===== config.mk =====
export PLATFORM = sky130hd
export DESIGN_NAME = otp_decryptor
export DESIGN_NICKNAME = d
export VERILOG_FILES = /design/src/rtl/otp_decryptor.sv
export SDC_FILE = /design/constraint.sdc
export NUM_CORES = 1
export LEC_CHECK = 0
export CORE_UTILIZATION = 40
export DETAILED_ROUTE_END_ITERATION = 12
export HOLD_SLACK_MARGIN = 0.02
export MAX_ROUTING_LAYER = met4
export PLACE_DENSITY = 0.69
export REMOVE_ABC_BUFFERS = 1
export SETUP_SLACK_MARGIN = 0.2
export SLEW_MARGIN = 20
export SYNTH_ARGS = -nofsm -noshare
export SYNTH_HDL_FRONTEND = slang
export SYNTH_SLANG_ARGS = --single-unit

===== constraint.sdc =====
create_clock -name clk -period 6.4 [get_ports clk]
set_clock_uncertainty 0.15 [all_clocks]
set_input_delay 1.92 -clock clk [delete_from_list [all_inputs] [get_ports clk]]
set_output_delay 1.92 -clock clk [all_outputs]
set_load 0.1 [all_outputs]

===== src/rtl/otp_decryptor.sv =====
// ---------------------------------------------------------------------------
// otp_decryptor
//   Receive-side one-time-pad decryptor. A DEPTH-entry pad store is filled
//   from the pad stream. Each tagged ciphertext byte is XORed with the pad in
//   its slot. The pad is burned on use, so a second use of the same slot
//   yields an error result.
//
// Ports
//   clk, rst         system clock; synchronous active-high reset
//   ena              block enable; low stops new pad/ciphertext acceptance
//   pad_valid/ready  pad write stream (pad_idx, pad_data)
//   ct_valid/ready   ciphertext stream (ct_idx, ct_data)
//   pt_valid/ready   plaintext result stream (pt_data, pt_idx, pt_err)
//   slot_valid       per-slot "pad loaded, unused" flags
//   err_cnt          saturating count of error results
// ---------------------------------------------------------------------------
module otp_decryptor #(
  parameter int DATA_W = 8,
  parameter int DEPTH  = 8,
  parameter int IDX_W  = 3
) (
  input  logic              clk,
  input  logic              rst,
  input  logic              ena,
  input  logic              pad_valid,
  output logic              pad_ready,
  input  logic [IDX_W-1:0]  pad_idx,
  input  logic [DATA_W-1:0] pad_data,
  input  logic              ct_valid,
  output logic              ct_ready,
  input  logic [IDX_W-1:0]  ct_idx,
  input  logic [DATA_W-1:0] ct_data,
  output logic              pt_valid,
  input  logic              pt_ready,
  output logic [DATA_W-1:0] pt_data,
  output logic [IDX_W-1:0]  pt_idx,
  output logic              pt_err,
  output logic [DEPTH-1:0]  slot_valid,
  output logic [7:0]        err_cnt
);

  typedef enum logic [1:0] {
    IDLE   = 2'd0,
    LOOKUP = 2'd1,
    HOLD   = 2'd2
  } state_t;

  state_t state, state_nxt;

  logic [DATA_W-1:0] mem [DEPTH];
  logic [IDX_W-1:0]  ct_idx_p0;
  logic [DATA_W-1:0] ct_data_p0;

  logic              pad_fire;
  logic              ct_fire;
  logic              slot_hit;
  logic [DATA_W-1:0] pad_rd;

  function automatic logic [7:0] sat_inc(input logic [7:0] v);
    return (v == 8'hFF) ? v : v + 8'd1;
  endfunction

  assign pad_ready = ena;
  assign ct_ready  = ena & (state == IDLE);
  assign pad_fire  = pad_valid & pad_ready;
  assign ct_fire   = ct_valid & ct_ready;

  // Registered values, so this reflects the store before any same-cycle pad write.
  assign slot_hit  = slot_valid[ct_idx_p0];
  assign pad_rd    = mem[ct_idx_p0];

  always_comb begin
    state_nxt = state;
    case (state)
      IDLE:    if (ct_fire) state_nxt = LOOKUP;
      LOOKUP:  state_nxt = HOLD;
      HOLD:    if (pt_ready) state_nxt = IDLE;
      default: state_nxt = IDLE;
    endcase
  end

  always_ff @(posedge clk) begin
    if (rst) state <= IDLE;
    else     state <= state_nxt;
  end

  // ---- stage p0: capture accepted ciphertext ----
  always_ff @(posedge clk) begin
    if (ct_fire) begin
      ct_idx_p0  <= ct_idx;
      ct_data_p0 <= ct_data;
    end
  end

  // Burn comes first so that a same-cycle pad write to that slot wins.
  always_ff @(posedge clk) begin
    if (rst) begin
      slot_valid <= '0;
      for (int i = 0; i < DEPTH; i++) mem[i] <= '0;
    end else begin
      if (state == LOOKUP && slot_hit) slot_valid[ct_idx_p0] <= 1'b0;
      if (pad_fire) begin
        mem[pad_idx]        <= pad_data;
        slot_valid[pad_idx] <= 1'b1;
      end
    end
  end

  // ---- stage p1: lookup, decrypt and hold result ----
  always_ff @(posedge clk) begin
    if (rst) begin
      pt_valid <= 1'b0;
      pt_data  <= '0;
      pt_idx   <= '0;
      pt_err   <= 1'b0;
      err_cnt  <= '0;
    end else if (state == LOOKUP) begin
      pt_valid <= 1'b1;
      pt_idx   <= ct_idx_p0;
      if (slot_hit) begin
        pt_data <= pad_rd ^ ct_data_p0;
        pt_err  <= 1'b0;
      end else begin
        pt_data <= '0;
        pt_err  <= 1'b1;
        err_cnt <= sat_inc(err_cnt);
      end
    end else if (state == HOLD && pt_ready) begin
      pt_valid <= 1'b0;
    end
  end

endmodule


* Yosys cells after proc, flatten, opt, wreduce, memory -nomap -nowiden *
Memory sizes are Yosys's and may differ from the RTL's. A register that Yosys moved wholly into a read port is not among the register bits.
Cells that the tools add are included.

storage, ports and cells
  register bits after elaboration = 42
  latch bits = 0
  bits in writable memories = 64
  memory bits (read-only) = 0
  input port bits = 28
  output and inout bits = 31
  word-level logic and storage cells = 63
  memories = 1

memory list
  memory  depth  width  rd ports  clocked after memory_dff  wr ports  RTL line  RTL
  mem     8      8      1         1                         8         50        logic [DATA_W-1:0] mem [DEPTH];

operators by class
  add/subtract/negate cells = 1
  multiply operators = 0
  divide/modulo/power cells = 0
  magnitude comparators = 4
  equal/unequal tests = 5
  shifts and indexed selects = 0
  muxes and demuxes = 25
  bitwise operators = 9
  reduce and logical (&&, ||, !) cells = 9

operators with widths
  cell                                                        number
  2-to-1 mux 8 bit                                            5
  2-to-1 mux 1 bit                                            12
  adder 8 x 1 -> 8 bit, second input constant                 1
  AND 8 bit                                                   1
  == test 8 bit, second input constant                        1
  less-than comparator 3 x 4 -> 1 bit, second input constant  2
  inverter 8 bit                                              1
  OR 8 bit                                                    1
  OR reduction 8 bit                                          1
  bitwise XOR 8 bit                                           1
  demux 1 bit (select 3 bit)                                  2
  >= comparator 3 x 1 -> 1 bit, second input constant         2
  2-to-1 mux 3 bit                                            2
  case mux 2 bit (3 select lines)                             1
  logical AND 1 bit                                           4
  2-to-1 mux 2 bit                                            2
  != test 2 bit, second input constant                        2
  AND 1 bit                                                   3
  binary-select mux 1 bit (select 3 bit)                      1
  AND reduction 3 bit                                         1
  == test 2 x 1 -> 1 bit, second input constant               1
  == test 2 bit, second input constant                        1
  logical NOT 2 bit                                           1
  inverter 1 bit                                              2
  other kinds (2)                                             2

* Logic depth before layout (Yosys ltp) *
Gate-level depths: netlist of the first run.

  word-level depth = 10
  depth in mapped cells = 7
  depth with buffers taken out = 6

* Worst setup path after synthesis of the first run *
OpenSTA, ideal clock, no wires.

  kind = input -> output
  start point = input ena
  end point = output ct_ready
  data arrival time = 4.168 ns
  data required time = 4.330 ns
  setup slack = 0.162 ns
  stages = 1
  path buffers = 0
  cell sequence = nor3b_1

on the way
  longest elaborated chain between the ends = 1

ends and longest elaborated chain
  element          RTL line  RTL
  start, declared  24        input logic ena,
  AND 1 bit        64        assign ct_ready = ena & (state == IDLE);
  end, declared    30        output logic ct_ready,

No other way between the ends.

* Worst setup path in the final report of the first run *
Same ends and word-level chain as after synthesis.

==> summary.md, run 1 <==
| Metric | Value |
|---|---|
| Post-synth ARST share | `0%` |
| FF-to-FF End | `err_cnt[5]` |
| Worst IR Drop VDD | `~0.12 mV` |
| H-tree levels | `3` |
| Final setup viols | `0` |
| Post-synth EDFFs | `75` |
| Min Hold Slack | `slightly above 300 ps` |
| Largest net degree at the start of global routing | `29` |
| CTS tree | `yes` |
| Sink Count | `109` |
| Filler Cell Count | `approximately 1,000` |
| Cell Area, Synth | `4780 um^2` |
| R2R cell count | `5` |
| Worst-Margin Slew | `~1000 ps` |
| Die W | `111 um` |
| Die ar. | `12,400 um^2` |
| Startpoint types | `primary input` |
| Layout cells sized above 1 | `12.8%` |
| Most common cell after layout, fill and taps aside | `edfxtp_1` |
| Maximum clock frequency | `190 MHz` |
| Initial Util | `~42%` |
| Status | `complete, but fails checks` |
| Clock slew at reported path FFs | `70 ps` |
| Hold EP | `pt_data[4]` |
| DR pass1 iterations | `8` |
| N_diodes | `0` |
| Hold path start | `pt_data[4]` |
| Skew-Pair Late Insertion Delay | `around 340 ps` |
| GP Congestion | `between 0.8 and 0.9` |
| Initial antenna violation count | `0` |
| Final Cell Area | `5770 um^2` |
| Layout area overhead | `20.6%` |
| DR WL/cell | `17.8 um` |
| Finished Layout Cells | `564` |
| WP data required | `around 4300 ps` |
| Root Buffer | `clkbuf_16` |
| Commonest cells after routing, fill and taps aside | `75 x edfxtp_1, 66 x and2_1, 56 x clkdlybuf4s50_1` |
| Setup crit end kind | `output pin` |
| Fin Setup TNS | `0 ps` |
| Final Cycle Share | `82.1%` |
| Final WL | `10,000 um` |
| Failing checks | `design-rule violations` |
| IO Count | `59` |
| Seq cells post-synth | `approximately 110` |
| Synth Warn # | `0` |
| CP max FO | `4` |
| Static leakage | `0.00198 uW` |
| Worst hold path type | `flip-flop to flip-flop` |
| Register area share after synthesis | `61.3%` |
| Top FF cell, synth | `edfxtp_1` |
| Multi-input logic area | `around 1700 um^2` |
| Row Count | `39` |
| Syn Area/Cell | `roughly 13 um^2` |
| Max-slew violation total from the final report | `0` |
| Max_slew headroom | `around a third` |
| Synthesized instance count | `362` |
| DR iter-0 viols | `373` |
| First-pass GRT wire length | `15,800 um` |
| Die H | `111 um` |
| P per Cell Area | `264 nW/um^2` |
| WS Path Type | `primary input to output pin` |
| Max_cap viols | `0` |
| DP Cell Count | `548` |
| # resized after CTS | `0` |
| Core area | `11,500 um^2` |
| GRT Residual Overflow | `0` |
| Antenna viol nets, final | `0` |
| R2R setup slack | `roughly 4000 ps` |
| DRC | `6` |
| Register area | `2930 um^2` |
| CTS Buffer Depth | `2` |
| Vias in the first global route | `slightly below 3,000` |
| Worst path arrival time | `3190 ps` |
| Min Tclk post-route | `5260 ps` |
| Fin nets | `445` |
| Number of library cell types mapped by synthesis | `45` |
| Placed Area | `approximately 5500 um^2` |
| RSZ-0062 raised after global routing | `false` |
| Worst hold path stage count | `2` |
| Via count | `2,960` |
| Gr usage total | `17.8%` |
| Final Hold Fails | `0` |
| Hold Buf Count CTS | `0` |
| Port Buffers | `58` |
| Post-CTS Setup Bufs | `0` |
| R2R Path Start | `ct_idx_p0[1]` |
| DR vias/cell | `5.25` |
| TritonCTS Buffers | `9` |
| DP HPWL | `7260 um` |
metal layers:
metal  track usage [%]  vias to the layer above  share of wire [%]
met1              23.7                     1433                 46
li1                  -                     1440                  -
met4              6.31                        0                1.0
met5                 -                        -                  0
met2              27.2                       79                 48
met3              3.66                        8                5.2
final cells by class:
class | instances | area share (%)
Multi-Input combinational cell | 233 | 30.2
Timing Repair Buffer | 61 | 10.4
Inverter | 2 | 0.130
Clock inverter | 7 | 1.39
Clock buffer | 9 | 3.90
Tap cell | 143 | 3.10
Sequential cell | 109 | 50.9
report_power, final:
group | total (uW) | internal, uW | switching [uW]
Combinational | 149 | 63.9 | 84.9
Clock | 567 | 310 | 257
Sequential | 810 | 785 | 24.9
Total | 1530 | 1160 | 366
worst max path at each step:
| stage | start | end | slack [ps] | cells past startpoint |
|---|---|---|---|---|
| 2_1_floorplan | ena | ct_ready | 160 | 1 |
| 3_3_place_gp | ena | ct_ready | 1170 | 3 |
| 3_5_place_dp | ena | ct_ready | 1160 | 3 |
| 4_1_cts | ena | ct_ready | 1160 | 3 |
| 5_1_grt | ena | ct_ready | 1080 | 3 |
| 6_report | ena | ct_ready | 1140 | 3 |
cells in the mapped netlist (3+ instances only):
master,instances,area [um^2]
a21oi_1,17,85.1
a31o_2,3,26.3
and2_1,66,413
buf_4,3,22.5
clkbuf_1,9,33.8
dfxtp_1,34,681
edfxtp_1,75,2250
mux2_2,6,67.6
mux2i_1,10,100
mux4_2,16,360
nand2_1,20,75.1
nand2b_1,5,31.3
nand3_1,12,60.1
nand4_1,4,25.0
nor2_1,14,52.6
nor2b_1,6,37.5
nor3_1,4,20.0
o21ai_0,12,60.1
o311ai_0,4,35.0
or2_2,3,18.8
xnor2_1,9,78.8
through the flow:
stage	setup slack, ps	power, uW	utilization (%)
finish	1140	1530	50.1
global route	1080	1580	50.1
CTS	1160	1540	50.1
detailed placement	1160	976	47.4
global placement	1170	973	47.4
floorplan	162	910	-
flip-flops by register name (all words and copies together) (netlist names), named ones only:
| signal | flops |
|---|---|
| ct_data_p0 | 8 |
| ct_idx_p0 | 3 |
| err_cnt | 8 |
| mem | 64 |
| pt_data | 8 |
| pt_err | 1 |
| pt_idx | 3 |
| pt_valid | 1 |
| slot_valid | 8 |
| state | 2 |
logic make-up (layout without fill, tap and decap cells):
kind of cell / after synthesis / after routing / synth area share [%]
multiplexers: 35 / 35 / 11.8
XOR/XNOR: 9 / 9 / 1.65
AO/OA/AOI/OAI: 44 / 44 / 5.68
flip-flops: 109 / 109 / 61.3
AND/OR/NAND/NOR: 144 / 144 / 17.1
buffers and inverters: 20 / 79 / 2.17
adder cells (fa/ha/maj): 1 / 1 / 0.262
critical path, stage by stage:
cell             delay [ps]
clkdlybuf4s50_1         600
nor3b_1                 310
buf_4                   350
(Power assumes the default switching activity.)
==> run 2, diff against run 1 <==
==> constraint.sdc (replaced) <==
create_clock -name clk -period 5.4 [get_ports clk]
set_clock_uncertainty 0.15 [all_clocks]
set_input_delay 1.62 -clock clk [delete_from_list [all_inputs] [get_ports clk]]
set_output_delay 1.62 -clock clk [all_outputs]
set_load 0.1 [all_outputs]
==> summary.md, run 2 (same netlist as run 1, synthesis figures left out) <==
| Metric | Value |
|---|---|
| DR iter-0 viols | `~260` |
| TritonCTS Buffers | `9` |
| Gr usage total | `18.2%` |
| Final setup viols | `0` |
| CP Buf/Inv Count | `2` |
| Final WL | `~10,000 um` |
| Skew-Pair Late Insertion Delay | `360 ps` |
| DP Cell Count | `555` |
| Final Cycle Share | `87.4%` |
| Maximum clock frequency | `about 210 MHz` |
| Die H | `111 um` |
| DR pass1 iterations | `9` |
| Max reg flops | `64` |
| Final Cell Area | `between 5000 and 6000 um^2` |
| CP top delay family | `buffers and inverters` |
| Final Hold Fails | `0` |
| Die ar. | `~12,000 um^2` |
| Worst IR Drop VDD | `0.151 mV` |
| Startpoint types | `primary input` |
| DP Worst Slack | `694 ps` |
| Placed Area | `5530 um^2` |
| WS Path Type | `primary input to output pin` |
| Root Buffer | `clkbuf_16` |
| First-pass GRT wire length | `about 16,000 um` |
| Row Count | `39` |
| CTS Buffer Depth | `2` |
| Largest net degree at the start of global routing | `28` |
| Initial Util | `41.5%` |
| Vias in the first global route | `3,056` |
| Core area | `11,500 um^2` |
| N_diodes | `0` |
| P per Cell Area | `307 nW/um^2` |
| Max-slew violation total from the final report | `0` |
| Register area | `2930 um^2` |
| GRT Residual Overflow | `0` |
| CP max FO | `4` |
| Most common cell after layout, fill and taps aside | `edfxtp_1` |
| Clock slew at reported path FFs | `70 ps` |
| DRC | `6` |
| Hold Buf Count CTS | `0` |
| IO Count | `59` |
| Static leakage | `0.00201 uW` |
| Max_slew headroom | `about a third` |
| Status | `complete, but fails checks` |
| Slowest cell on the critical path | `clkdlybuf4s50_1` |
| Cell Chain, Critical Path | `clkdlybuf4s50_1 > nor3b_1 > buf_12` |
| Worst path arrival time | `2950 ps` |
| Post-CTS Setup Bufs | `0` |
| RSZ-0062 raised after global routing | `false` |
| DR WL/cell | `17.9 um` |
| Multi-input logic area | `1740 um^2` |
| Die W | `between 100 and 150 um` |
| Layout cells sized above 1 | `14.5%` |
| DP HPWL | `7210 um` |
| Worst-Margin Slew | `975 ps` |
| H-tree levels | `3` |
| Max incr delay on CP | `590 ps` |
| WP data required | `3630 ps` |
| Worst hold path type | `flip-flop to flip-flop` |
| Final WS setup | `680 ps` |
| Min Tclk post-route | `4720 ps` |
| Antenna viol nets, final | `0` |
| Commonest cells after routing, fill and taps aside | `75 x edfxtp_1, 66 x and2_1, 56 x clkdlybuf4s50_1` |
| Failing checks | `design-rule violations` |
| Fin nets | `roughly 450` |
| Util after Layout | `about 50%` |
| Finished Layout Cells | `571` |
| Port Buffers | `58` |
| Filler Cell Count | `a little over 1,000` |
| DR vias/cell | `5.29` |
| Layout area overhead | `21.7%` |
| Sink Count | `roughly 110` |
| Top reg by flops | `mem` |
| Initial antenna violation count | `0` |
| GP Congestion | `about 0.77` |
| CTS tree | `yes` |
| Max_cap viols | `0` |
| Setup crit end kind | `output pin` |
| Via count | `3,022` |
| # resized after CTS | `0` |
run 2: cell count changes in the layout (fill, tap and decap cells not counted), sizes merged:
| cell | change |
|---|---|
| buf | +7 |
| bufinv | -1 |
| clkinvlp | +1 |
run 2: layer usage:
| metal | wire, um | vias up | GRT usage, % |
|---|---|---|---|
| met5 | 0 | - | - |
| met4 | 142 | 0 | 5.95 |
| met3 | 524 | 10 | 3.50 |
| met2 | 5050 | 75 | 29.6 |
| met1 | 4490 | 1491 | 23.1 |
| li1 | - | 1446 | - |
run 2: cell type report:
type / count / share of cell area (%)
clock buffer: 9 / 3.87
clock inverter: 7 / 1.10
inverter: 2 / 0.129
multi-input combinational: 233 / 30.0
sequential: 109 / 50.4
tap: 143 / 3.08
timing repair buffer: 68 / 11.4
run 2: metrics by stage:
| stage | setup TNS (ps) | total power, uW | hold WS [ps] |
|---|---|---|---|
| global route | 0 | 1840 | 325 |
| finish | 0 | 1780 | 301 |
| floorplan | -238 | 1080 | 398 |
| global placement | 0 | 1150 | 290 |
| CTS | 0 | 1800 | 304 |
| detailed placement | 0 | 1160 | 294 |
run 2: final timing paths:
kind	slack, ps	startpoint	end	depth (start not counted)
worst max-delay path	680	ena	ct_ready	3
worst min-delay path	300	pt_data[4]	pt_data[4]	2
worst max register to register	3040	ct_idx_p0[1]	err_cnt[5]	5
worst min register to register	300	pt_data[4]	pt_data[4]	2
run 2: worst register-to-register path, stage by stage (launching register included):
cell and delay [ps]:
edfxtp_1 600, mux2_2 420, a22oi_2 170, and4bb_1 440
nand4_1 160, mux2_1 320
run 2: report_power, final:
part	total [uW]	switching, uW	internal, uW	leakage, uW
clock	646	323	323	0.000140
sequential	956	26.8	929	0.000989
combinational	183	102	80.4	0.000878
